==> src/rtl/demo_scene_sequencer.sv <==
// Frame-level scene scheduler: detects v_sync edges, advances the animation
// counter and steps a fade-in / hold / fade-out sequence across scenes.
module demo_scene_sequencer #(
    parameter int HOLD_FRAMES      = 240,
    parameter int FADE_STEP_FRAMES = 8,
    parameter int NUM_SCENES       = 4
) (
    input  logic       clk,
    input  logic       rst_n,
    input  logic       v_sync,
    input  logic       pause,
    input  logic       skip,
    output logic [9:0] anim_ctr,
    output logic [1:0] scene,
    output logic [1:0] fade,
    output logic       frame_tick,
    output logic       scene_change
);

    typedef enum logic [1:0] {FADE_IN, HOLD, FADE_OUT} state_t;

    localparam logic [7:0] FADE_LAST  = 8'(FADE_STEP_FRAMES - 1);
    localparam logic [7:0] HOLD_LAST  = 8'(HOLD_FRAMES - 1);
    localparam logic [1:0] SCENE_LAST = 2'(NUM_SCENES - 1);

    state_t     state_q, state_d;
    logic [7:0] cnt_q, cnt_d;
    logic       vs_q, sk_q;
    logic       skip_pending, skp_d;
    logic [9:0] anim_d;
    logic [1:0] scene_d, fade_d;
    logic       sc_d;
    logic       tick, skip_rise;

    assign tick      = v_sync & ~vs_q;
    assign skip_rise = skip & ~sk_q;

    always_ff @(posedge clk or negedge rst_n) begin
        if (!rst_n) begin
            vs_q         <= 1'b1;
            sk_q         <= 1'b0;
            skip_pending <= 1'b0;
            state_q      <= FADE_IN;
            cnt_q        <= '0;
            anim_ctr     <= '0;
            scene        <= '0;
            fade         <= '0;
            frame_tick   <= 1'b0;
            scene_change <= 1'b0;
        end else begin
            vs_q         <= v_sync;
            sk_q         <= skip;
            skip_pending <= skp_d;
            state_q      <= state_d;
            cnt_q        <= cnt_d;
            anim_ctr     <= anim_d;
            scene        <= scene_d;
            fade         <= fade_d;
            frame_tick   <= tick;
            scene_change <= sc_d;
        end
    end

    // A skip edge coinciding with a tick is kept for the next tick, since the
    // consumed flag is taken from the registered pending bit only.
    always_comb begin
        state_d = state_q;
        cnt_d   = cnt_q;
        anim_d  = anim_ctr;
        scene_d = scene;
        fade_d  = fade;
        sc_d    = 1'b0;
        skp_d   = skip_pending | skip_rise;
        if (tick && !pause) begin
            anim_d = anim_ctr + 10'd1;
            if (skip_pending) skp_d = skip_rise;
            if (skip_pending && state_q != FADE_OUT) begin
                state_d = FADE_OUT;
                cnt_d   = '0;
            end else begin
                case (state_q)
                    FADE_IN: begin
                        if (cnt_q == FADE_LAST) begin
                            cnt_d  = '0;
                            fade_d = fade + 2'd1;
                            if (fade_d == 2'd3) state_d = HOLD;
                        end else begin
                            cnt_d = cnt_q + 8'd1;
                        end
                    end
                    HOLD: begin
                        if (cnt_q == HOLD_LAST) begin
                            cnt_d   = '0;
                            state_d = FADE_OUT;
                        end else begin
                            cnt_d = cnt_q + 8'd1;
                        end
                    end
                    FADE_OUT: begin
                        if (cnt_q == FADE_LAST) begin
                            cnt_d  = '0;
                            // Skipping out of black leaves nothing to dim.
                            fade_d = (fade == 2'd0) ? 2'd0 : fade - 2'd1;
                            if (fade_d == 2'd0) begin
                                scene_d = (scene == SCENE_LAST) ? 2'd0 : scene + 2'd1;
                                sc_d    = 1'b1;
                                state_d = FADE_IN;
                            end
                        end else begin
                            cnt_d = cnt_q + 8'd1;
                        end
                    end
                    default: begin
                        state_d = FADE_IN;
                        cnt_d   = '0;
                    end
                endcase
            end
        end
    end

endmodule

==> config.mk <==
export PLATFORM = sky130hd
export DESIGN_NAME = demo_scene_sequencer
export DESIGN_NICKNAME = d
export VERILOG_FILES = /design/src/rtl/demo_scene_sequencer.sv
export SDC_FILE = /design/constraint.sdc
export NUM_CORES = 1
export LEC_CHECK = 0
export BUFFER_PORTS_ARGS = -buffer_cell sky130_fd_sc_hd__clkbuf_2
export CAP_MARGIN = 10
export CORE_MARGIN = 2
export CORE_UTILIZATION = 45
export CTS_BUF_LIST = sky130_fd_sc_hd__clkbuf_4 sky130_fd_sc_hd__clkbuf_8
export CTS_CLUSTER_SIZE = 14
export DETAILED_ROUTE_END_ITERATION = 10
export MAX_ROUTING_LAYER = met4
export PLACE_DENSITY_LB_ADDON = 0.08
export SLEW_MARGIN = 25
export SYNTH_ARGS = -nofsm -noshare
export SYNTH_HDL_FRONTEND = slang
export SYNTH_SLANG_ARGS = --single-unit
==> constraint.sdc <==
create_clock -name clk -period 2.55 [get_ports clk]
set_clock_uncertainty 0.2 [all_clocks]
set_input_delay 0.255 -clock clk [delete_from_list [all_inputs] [get_ports clk]]
set_output_delay 0.255 -clock clk [all_outputs]
set_load 0.02 [all_outputs]
======== After elaboration in Yosys (flattened, before gate mapping) ========
Index checks and enable logic that the tools add are counted.
storage, ports and cells
  output and inout bits ................... 16
  bits in registers ....................... 29
  input bits .............................. 5
operators by class
  eq/ne operators ......................... 14
  bitwise logic cells ..................... 6
  $add $sub $neg .......................... 5
  reduce and logical (&&, ||, !) cells .... 11
  multiplexer cells ....................... 23
operator list
  kind                                                  number
  two-way mux 8 bit                                     3
  two-way mux 2 bit                                     10
  one-hot mux 8 bit (2 select lines)                    1
  inequality test 3 bit (second input constant)         5
  adder 10 x 1 -> 10 bit (second input constant)        1
  AND reduction 5 bit                                   2
  adder 8 x 1 -> 8 bit (second input constant)          1
  equality test 8 x 3 -> 1 bit (second input constant)  1
  equality test 8 bit (second input constant)           1
  two-way mux 1 bit                                     7
  equality test 2 bit (second input constant)           3
  zero test 2 bit                                       3
  inequality test 2 bit (second input constant)         3
  one-hot mux 2 bit (3 select lines)                    1
  AND reduction 6 bit                                   1
  adder 2 x 1 -> 2 bit (second input constant)          2
  one-hot mux 2 bit (2 select lines)                    1
  inverter 1 bit                                        3
  bitwise AND 1 bit                                     2
  equality test 2 x 1 -> 1 bit (second input constant)  1
  logical AND 1 bit                                     2
  nonzero test 2 bit                                    1
  OR reduction 2 bit                                    1
  subtractor 2 x 1 -> 2 bit (second input constant)     1
  other kinds (2)                                       2

======== Longest topological paths before layout ========
Gate-level depths: netlist of run 1.
  word-level depth ........................ 8
  mapped depth ............................ 7

======== Worst setup path after synthesis of run 1 ========
No wires, ideal clock.
  kind .................................... reg-to-reg
  start point ............................. register cnt_q[3]
  end point ............................... register fade[1]
  setup slack ............................. 440 ps
  data required time ...................... 2222 ps
  arrival ................................. 1782 ps
  cell stages (with the launch flop) ...... 5
  cell sequence ........................... dfrtp_1 > or4_4 > or3_1 > nor3_2 > mux2_1
on the way
  longest elaborated chain between the ends .. 3
ends and longest elaborated chain
  element                            RTL line  text
  start, declared                    27        logic [7:0] cnt_q, cnt_d;
  start signal, assigned             55        cnt_q <= cnt_d;
  equality test 8 x 3 -> 1 bit (*)   83, 100
  inequality test 2 bit (no line)    n/a
  AND reduction 5 bit (no line) (*)  n/a
  end signal, assigned               47        fade <= '0;
  end signal, assigned               58        fade <= fade_d;
  end, declared                      15        output logic [1:0] fade,
Mark *: on every way between the ends. The rest lies on a longest branch, timed or not.
A chain may end at the register's enable or synchronous reset.

======== Worst setup path in the final report of run 1 ========
Same ends and word-level chain as after synthesis.

==> results of run 1 <==
[worst reg2reg max path, cell delays in order (launching register included)]
cell     delay (ns)
dfrtp_1        0.46
or4_4          0.58
or3_1          0.34
nor3_2         0.20
mux2_1         0.35
[final timing paths]
check / startpoint / endpoint / slack [ns] / depth (start not counted)
setup / recovery: cnt_q[3] / fade[1] / 0.30 / 4
max in group asynchronous: rst_n / fade[0] / 1.39 / 2
hold / removal: pause / anim_ctr[1] / 0.18 / 5
min in group asynchronous: rst_n / anim_ctr[8] / 0.31 / 2
setup reg to reg: cnt_q[3] / fade[1] / 0.30 / 4
hold reg to reg: sk_q / skip_pending / 0.25 / 1
[metal layers]
| metal | up-vias | part of all wire |
|---|---|---|
| li1 | 570 | - |
| met1 | 534 | 0.49 |
| met2 | 16 | 0.47 |
| met3 | 4 | 0.036 |
| met4 | 0 | 0.0086 |
| met5 | - | 0 |
[metrics by stage]
stage	utilization	power [mW]	area [um^2]
floorplan	-	0.864	1440
global placement	0.520	0.960	1590
detailed placement	0.520	0.971	1590
CTS	0.559	1.39	1710
global route	0.559	1.47	1710
finish	0.559	1.37	1710
[synth_stat cells (3+ instances only)]
cell	n	share of area
or3_1	3	0.013
and3_1	4	0.017
xnor2_1	7	0.042
ha_1	5	0.043
dfrtp_1	28	0.49
nand3_1	10	0.035
o21ai_1	4	0.014
nor4_1	3	0.013
o21ai_0	7	0.024
nor2_1	8	0.021
nor2b_1	3	0.013
clkbuf_1	5	0.013
nor3_1	4	0.014
inv_1	5	0.013
a21oi_1	4	0.014
nand2_1	23	0.060
[layout make-up]
cell class              count  area (um^2)
inverters                   5         18.8
repair buffers             24          138
clock inverters             1         30.0
fillers                   293         1350
well taps                  44         55.1
flip-flops and latches     29          727
multi-input cells         109          678
clock buffers               7         58.8
[cells by family (layout without fill, tap and decap cells)]
family                     Yosys count  after routing  synth area share
AOI/OAI and AO/OA                   27             27             0.128
DFF                                 29             29             0.504
adders and majority gates            5              5            0.0434
muxes                                2              2            0.0156
buffers and inverters               10             37            0.0260
xor gates and xnor gates             9              9            0.0546
and+or+nand+nor                     66             66             0.229
[power by group]
part / switching (mW) / internal, mW / total (mW)
clock network: 0.162 / 0.245 / 0.407
logic: 0.177 / 0.133 / 0.310
registers: 0.107 / 0.544 / 0.651
total: 0.447 / 0.921 / 1.37
[what timing repair did]
| item | 4_1_cts | 5_1_grt |
|---|---|---|
| hold buffers | 3 | 0 |
| hold endpoints to repair | 32 | 0 |
| setup endpoints to repair | 0 | 0 |
| gates resized for setup | 0 | 0 |
[registers in the layout, summed over array words and instances (netlist names)]
register	count
frame_tick	1
fade	2
sk_q	1
cnt_q	8
vs_q	1
state_q	2
skip_pending	1
scene_change	1
scene	2
anim_ctr	10
==> run metrics, run 1 <==
synthesis-stage register bit count 29; Pins Over Slew Limit 0; Mapped Area 1440 um^2; Reg clk slew, reported paths 0.10 ns; Ys Warns 0; Crit. End Element flip-flop; WL/cell 12.2 um; antenna violations before repair 0; CP delay by family, top simple AND/OR/NAND/NOR gates; maximum VDD drop 0.000470 V; met1 GRT Util 0.229; Die Ht 60.6 um; largest net degree at the start of global routing 30; Initial Util 0.473; first-pass GRT wire length 4620 um; Max Cap Violations 0; Via density 5.13; setup bufs post-CTS 0; Synth Area per Inst 9.75 um^2; setup slack after layout 0.302 ns; CP max stage cell or4_4; clock latency on the worst-skew pair 0.32 ns; Final nets 184; fin cells 219; CP Cell Sequence or4_4 -> or3_1 -> nor3_2 -> mux2_1; RSZ-0062 raised after global routing no; Post-DRT Antenna Nets 0; M3 GR Usage 0.0576; Worst EP required 2.56 ns; Layout area overhead 18.2%; global route hottest layer met2; commonest non-fill, non-tap cell in the layout dfrtp_1; most frequent cells in the layout dfrtp_1, nand2_1, clkbuf_2; met2 Track Usage GR 0.258; CP max FO 8; post-synthesis net count 158; Final GP Congestion 0.885; Bufs on Longest Clock Path 2; clk sinks 29; area of the core 3050 um^2; Tightest Pin Transition 0.724 ns; CTS buffer count 5; number of global-route vias before repair 1038; Mapped Cells 148; n_diodes 0; Crit path arrival time 2.25 ns; die area 3670 um^2; relative slew slack 0.517; GR Overflow Total 0; Clock Tree Root clkbuf_4; I/O pins 21; CP peak stage delay 0.58 ns; P_leak 0.803 nW; fraction of layout cells with a size suffix above 1 0.200; CP startpoint kind flip-flop; DR vias 1124; status complete, no violations; Worst Path Buf+Inv 0; sequential area share after synthesis 0.504; dpl cells 208; final wirelength 2670 um; Synth Flop Type dfrtp_1; min cycle time layout 2.25 ns; Power Density 802 nW/um^2; Max Fclk 0.445 GHz; drt pass-1 iters 4; Detailed Route Iter0 Violations 44; worst min path class primary input to flip-flop; Period Utilization, post-route 0.882; drt drc 0; Row Count 20; async set-reset flop share out of synthesis 1.00; Synth cell types 36; number of port buffers 20; final setup TNS 0 ns; DP HPWL 1910 um; crit path kind flip-flop to flip-flop; GRT Overall Usage 0.177; WHS 0.182 ns; final setup fails 0; Die Span X 60.6 um; pre-CTS setup slack 0.320 ns; H-tree depth 2; EDFF count, synth 0; Final Hold Fails 0; CTS tree yes
No activity file was read; power rests on OpenSTA's default activity.
==> run 2: changes to the inputs <==
--- a/config.mk
+++ b/config.mk
@@ -14,6 +14,7 @@
 export DETAILED_ROUTE_END_ITERATION = 10
 export MAX_ROUTING_LAYER = met4
 export PLACE_DENSITY_LB_ADDON = 0.08
+export REMOVE_ABC_BUFFERS = 1
 export SLEW_MARGIN = 25
 export SYNTH_ARGS = -nofsm -noshare
 export SYNTH_HDL_FRONTEND = slang
==> constraint.sdc (replaced) <==
create_clock -name clk -period 2.65 [get_ports clk]
set_clock_uncertainty 0.2 [all_clocks]
set_input_delay 0.265 -clock clk [delete_from_list [all_inputs] [get_ports clk]]
set_output_delay 0.265 -clock clk [all_outputs]
set_load 0.02 [all_outputs]
==> run metrics, run 2 (synthesized netlist as in run 1, its figures left out) <==
status complete, no violations (unchanged); largest net degree at the start of global routing 30 (unchanged); most frequent cells in the layout dfrtp_1, nand2_1, clkbuf_2 (unchanged); die area 3670 um^2 (unchanged); number of port buffers 20 (unchanged); Row Count 20 (unchanged); final setup TNS 0 ns (unchanged); CP max stage cell or4_4 (unchanged); post-route cell area 1710 um^2 (unchanged); dpl cells 208 (unchanged); Worst EP required 2.66 ns (was 2.56 ns); Die Span X 60.6 um (unchanged); CP Cell Sequence or4_4 -> or3_1 -> nor3_2 -> mux2_1 (unchanged); first-pass GRT wire length 4500 um (was 4620 um); Crit. End Element flip-flop (unchanged); crit path kind flip-flop to flip-flop (unchanged); fill count 302 (was 293); commonest non-fill, non-tap cell in the layout dfrtp_1 (unchanged); final core utilization 0.559 (unchanged); Final Hold Fails 0 (unchanged); # resized after CTS 0 (unchanged); # hold bufs at CTS 3 (unchanged); CTS buffer count 5 (unchanged); Largest regs anim_ctr (10), cnt_q (8) (unchanged); DR vias 1129 (was 1124); Final nets 184 (unchanged); max FFs per register 10 (unchanged); fraction of layout cells with a size suffix above 1 0.200 (unchanged); final wirelength 2710 um (was 2670 um); Initial Util 0.473 (unchanged); Clock Tree Root clkbuf_4 (unchanged); Reg clk slew, reported paths 0.10 ns (about the same); number of global-route vias before repair 1021 (was 1038); Post-DP Area 1590 um^2 (unchanged); H-tree depth 2 (unchanged); Final GP Congestion 0.878 (was 0.885); final setup fails 0 (unchanged); Tightest Pin Transition 0.730 ns (was 0.724 ns); maximum VDD drop 0.000450 V (was 0.000470 V); WL/cell 12.4 um (was 12.2 um); CP max FO 8 (unchanged); relative slew slack 0.513 (was 0.517); Period Utilization, post-route 0.847 (was 0.882); Top reg by flops anim_ctr (unchanged); RSZ-0062 raised after global routing no (unchanged); DP HPWL 1890 um (was 1910 um); Die Ht 60.6 um (unchanged); GRT Overall Usage 0.175 (was 0.177); P_leak 0.803 nW (unchanged); Post-DRT Antenna Nets 0 (unchanged); CP startpoint kind flip-flop (unchanged); Crit path arrival time 2.25 ns (about the same); CP peak stage delay 0.58 ns (about the same); setup bufs post-CTS 0 (unchanged); Layout area overhead 18.2% (unchanged); clock latency on the worst-skew pair 0.33 ns (was 0.32 ns); antenna violations before repair 0 (unchanged); fin cells 219 (unchanged); drt drc 0 (unchanged); drt pass-1 iters 4 (unchanged); Max Cap Violations 0 (unchanged); Power Density 770 nW/um^2 (was 802 nW/um^2); area of the core 3050 um^2 (unchanged); Via density 5.16 (was 5.13); n_diodes 0 (unchanged); Detailed Route Iter0 Violations 37 (was 44); Max Fclk 0.445 GHz (about the same); CTS tree yes (unchanged); I/O pins 21 (unchanged); GR Overflow Total 0 (unchanged); Pins Over Slew Limit 0 (unchanged); worst min path class primary input to flip-flop (unchanged); Bufs on Longest Clock Path 2 (unchanged); clk sinks 29 (unchanged); min cycle time layout 2.24 ns (was 2.25 ns)
## run 2: critical path, delay by kind of cell, from the launching register on
kind / cells / cell delay, ns
and+or+nand+nor: 3 / 1.10
DFF: 1 / 0.47
muxes: 1 / 0.35
## run 2: per-stage QoR
stage | setup slack (ns) | hold WS (ns) | total power [mW]
6_report | 0.405 | 0.201 | 1.31
5_1_grt | 0.232 | 0.224 | 1.40
4_1_cts | 0.397 | 0.190 | 1.33
3_5_place_dp | 0.418 | 0.160 | 0.932
3_3_place_gp | 0.485 | 0.156 | 0.924
2_1_floorplan | 0.431 | -0.231 | 0.826
## run 2: area by class of cell
cell class	count	area, um^2	area share
inverter	5	18.8	0.0110
sequential	29	727	0.426
clock buffer	7	58.8	0.0345
clock inverter	1	30.0	0.0176
timing repair buffer	24	138	0.0807
tap	44	55.1	0.0323
multi-input combinational	109	678	0.398
## run 2: path summary, 6_finish.rpt
check / slack, ns / cells past startpoint / to / startpoint
hold reg to reg: 0.22 / 1 / skip_pending / sk_q
setup / recovery: 0.41 / 4 / fade[1] / cnt_q[3]
hold / removal: 0.20 / 5 / anim_ctr[1] / pause
setup reg to reg: 0.41 / 4 / fade[1] / cnt_q[3]
max in group asynchronous: 1.45 / 2 / cnt_q[7] / rst_n
min in group asynchronous: 0.33 / 2 / skip_pending / rst_n
## run 2: per-layer routing
metal | share of wire | up-vias | global-route usage | wire length [um]
met5 | 0 | - | - | 0
met4 | 0.020 | 0 | 0.0870 | 53
met3 | 0.039 | 6 | 0.0576 | 105
met2 | 0.48 | 20 | 0.267 | 1300
met1 | 0.46 | 531 | 0.205 | 1260
li1 | - | 572 | - | -
## run 2: power breakdown
part           switching [mW]  internal (mW)  leakage, nW
Sequential              0.104          0.523        0.373
Clock                   0.153          0.235       0.0489
Combinational           0.171          0.127        0.381
Total                   0.427          0.886        0.803
==> run 3: changes to the inputs <==
==> constraint.sdc (replaced) <==
create_clock -name clk -period 1.9 [get_ports clk]
set_clock_uncertainty 0.2 [all_clocks]
set_input_delay 0.19 -clock clk [delete_from_list [all_inputs] [get_ports clk]]
set_output_delay 0.19 -clock clk [all_outputs]
set_load 0.02 [all_outputs]
==> run metrics, run 3 (synthesized netlist as in run 1, its figures left out) <==
status finished with violations (was complete, no violations); failing checks setup timing; DR vias 1268 (was 1129); pre-CTS setup slack -0.238 ns (was 0.418 ns); Final nets 212 (was 184); Tightest Pin Transition 0.713 ns (was 0.730 ns); sw power 0.635 mW (was 0.427 mW); area of the core 3050 um^2 (unchanged); CP Launch Point cnt_q[5] (was cnt_q[3]); I/O pins 21 (unchanged); Top reg by flops anim_ctr (unchanged); drt drc 0 (unchanged); H-tree depth 2 (unchanged); antenna violations before repair 0 (unchanged); Initial Util 0.473 (unchanged); setup slack after layout -0.237 ns (was 0.405 ns); Reg clk slew, reported paths 0.08 ns (was 0.10 ns); first-pass GRT wire length 5000 um (was 4500 um); CP startpoint kind flip-flop (unchanged); number of global-route vias before repair 1149 (was 1021); combinational share of power 0.339 (was 0.227); Max Cap Violations 0 (unchanged); most frequent cells in the layout dfrtp_1, buf_4, nand2_1 (was dfrtp_1, nand2_1, clkbuf_2); CP max stage cell or4_4 (unchanged); Detailed Route Iter0 Violations 45 (was 37); CTS buffer count 5 (unchanged); final setup TNS -0.994 ns (was 0 ns); Period Utilization, post-route 1.12 (was 0.847); n_diodes 0 (unchanged); Die Span X 60.6 um (unchanged); multi-input logic area 813 um^2 (was 678 um^2); Worst Path Buf+Inv 0 (unchanged); capture point of the critical path fade[1] (unchanged); fill count 241 (was 302); min cycle time layout 2.14 ns (was 2.24 ns); DP HPWL 2160 um (was 1890 um); final setup fails 9 (was 0); clock power share 0.206 (was 0.295); CP delay by family, top simple AND/OR/NAND/NOR gates (unchanged); Post-DRT Antenna Nets 0 (unchanged); dpl cells 232 (was 208); sw frac 0.341 (was 0.325); WL/cell 13.0 um (was 12.4 um); Via density 5.13 (was 5.16); CP Cell Sequence or4_4 -> or3_4 -> nor3_4 -> mux2_4 (was or4_4 -> or3_1 -> nor3_2 -> mux2_1); internal power 1.22 mW (was 0.886 mW); largest net degree at the start of global routing 30 (unchanged); worst min path class primary input to flip-flop (unchanged); Power Density 910 nW/um^2 (was 770 nW/um^2); Crit. End Element flip-flop (unchanged); R2R cell count 4 (unchanged); Max Fclk 0.468 GHz (was 0.445 GHz); Worst path depth 4 (unchanged); power after layout 1.86 mW (was 1.31 mW); CP peak stage delay 0.56 ns (was 0.58 ns); relative slew slack 0.525 (was 0.513); Pins Over Slew Limit 0 (unchanged); drt pass-1 iters 4 (unchanged); Row Count 20 (unchanged); crit path kind flip-flop to flip-flop (unchanged); clock latency on the worst-skew pair 0.32 ns (was 0.33 ns); r2r endpoint fade[1] (unchanged); P_leak 0.962 nW (was 0.803 nW); sequential share of power 0.455 (was 0.478); max FFs per register 10 (unchanged); die area 3670 um^2 (unchanged); reg2reg setup slack -0.24 ns (was 0.41 ns); number of port buffers 20 (unchanged); fin cells 247 (was 219); Final Hold Fails 0 (unchanged); fraction of layout cells with a size suffix above 1 0.399 (was 0.200); hold path startpoint pause (unchanged); Bufs on Longest Clock Path 2 (unchanged); CP max FO 2 (was 8); clk sinks 29 (unchanged); Worst R2R Start cnt_q[5] (was cnt_q[3]); Largest regs anim_ctr (10), cnt_q (8) (unchanged); Layout area overhead 41.7% (was 18.2%); CTS tree yes (unchanged); Clock Tree Root clkbuf_4 (unchanged); register area 727 um^2 (unchanged); final wirelength 3220 um (was 2710 um); Crit path arrival time 2.15 ns (was 2.25 ns); commonest non-fill, non-tap cell in the layout dfrtp_1 (unchanged); Worst EP required 1.91 ns (was 2.66 ns); Die Ht 60.6 um (unchanged); GR Overflow Total 0 (unchanged); Final GP Congestion 0.776 (was 0.878); WHS 0.181 ns (was 0.201 ns); RSZ-0062 raised after global routing yes (was no); maximum VDD drop 0.000560 V (was 0.000450 V); GRT Overall Usage 0.194 (was 0.175)
==> run 3: cell types whose count changed in the layout (fill, tap and decap cells not counted), moves of 3 or more <==
| cell | change |
|---|---|
| nor4_1 | -3 |
| a21oi_1 | -3 |
| buf_6 | +6 |
| a21oi_4 | +3 |
| buf_4 | +22 |
==> run 3: per-stage QoR <==
| stage | cell area (um^2) | utilization |
|---|---|---|
| final | 2040 | 0.670 |
| after global routing | 2040 | 0.670 |
| after CTS | 1930 | 0.632 |
| after detailed placement | 1770 | 0.579 |
| after global placement | 1770 | 0.579 |
| after floorplan | 1420 | - |
==> run 3: area by class of cell <==
| type | count | share of cell area |
|---|---|---|
| tap | 44 | 0.0269 |
| multi-input combinational | 109 | 0.398 |
| inverter | 5 | 0.00918 |
| sequential | 29 | 0.356 |
| timing repair buffer | 52 | 0.181 |
| clock buffer | 8 | 0.0294 |
==> run 3: worst min-delay path by stage <==
stage / endpoint / slack, ns / cells after the start
6_report: anim_ctr[3] / 0.18 / 4
5_1_grt: anim_ctr[3] / 0.18 / 4
4_1_cts: anim_ctr[3] / 0.16 / 4
3_5_place_dp: anim_ctr[9] / 0.08 / 1
3_3_place_gp: scene[1] / 0.07 / 1
2_1_floorplan: anim_ctr[0] / -0.31 / 0
==> run 3: timing repair <==
action                                 4_1_cts  5_1_grt
setup endpoints to repair                   12       14
pin swaps                                    4        6
endpoints found under the hold margin       32        0
gates resized for setup                     13       20
setup buffers                                2        2
hold buffers                                 3        0
==> run 3: layer usage <==
| metal | vias up | routed length [um] | GRT usage |
|---|---|---|---|
| li1 | 629 | - | - |
| met1 | 612 | 1420 | 0.215 |
| met2 | 21 | 1650 | 0.330 |
| met3 | 6 | 109 | 0.0640 |
| met4 | 0 | 37 | 0.0559 |
| met5 | - | 0 | - |
==> run 3: power by group through the flow <==
stage	sequential [mW]	clock (mW)	combinational [mW]
4_1_cts	0.844	0.401	0.599
5_1_grt	0.865	0.436	0.691
2_1_floorplan	0.939	0	0.214
3_5_place_dp	0.857	0	0.567
6_report	0.846	0.383	0.630
3_3_place_gp	0.849	0	0.553
==> run 3: worst reg2reg max path: cells and delay by family, from the launching register on <==
kind | cells | cell delay (ns)
flops | 1 | 0.38
mux | 1 | 0.32
simple gates | 3 | 1.14
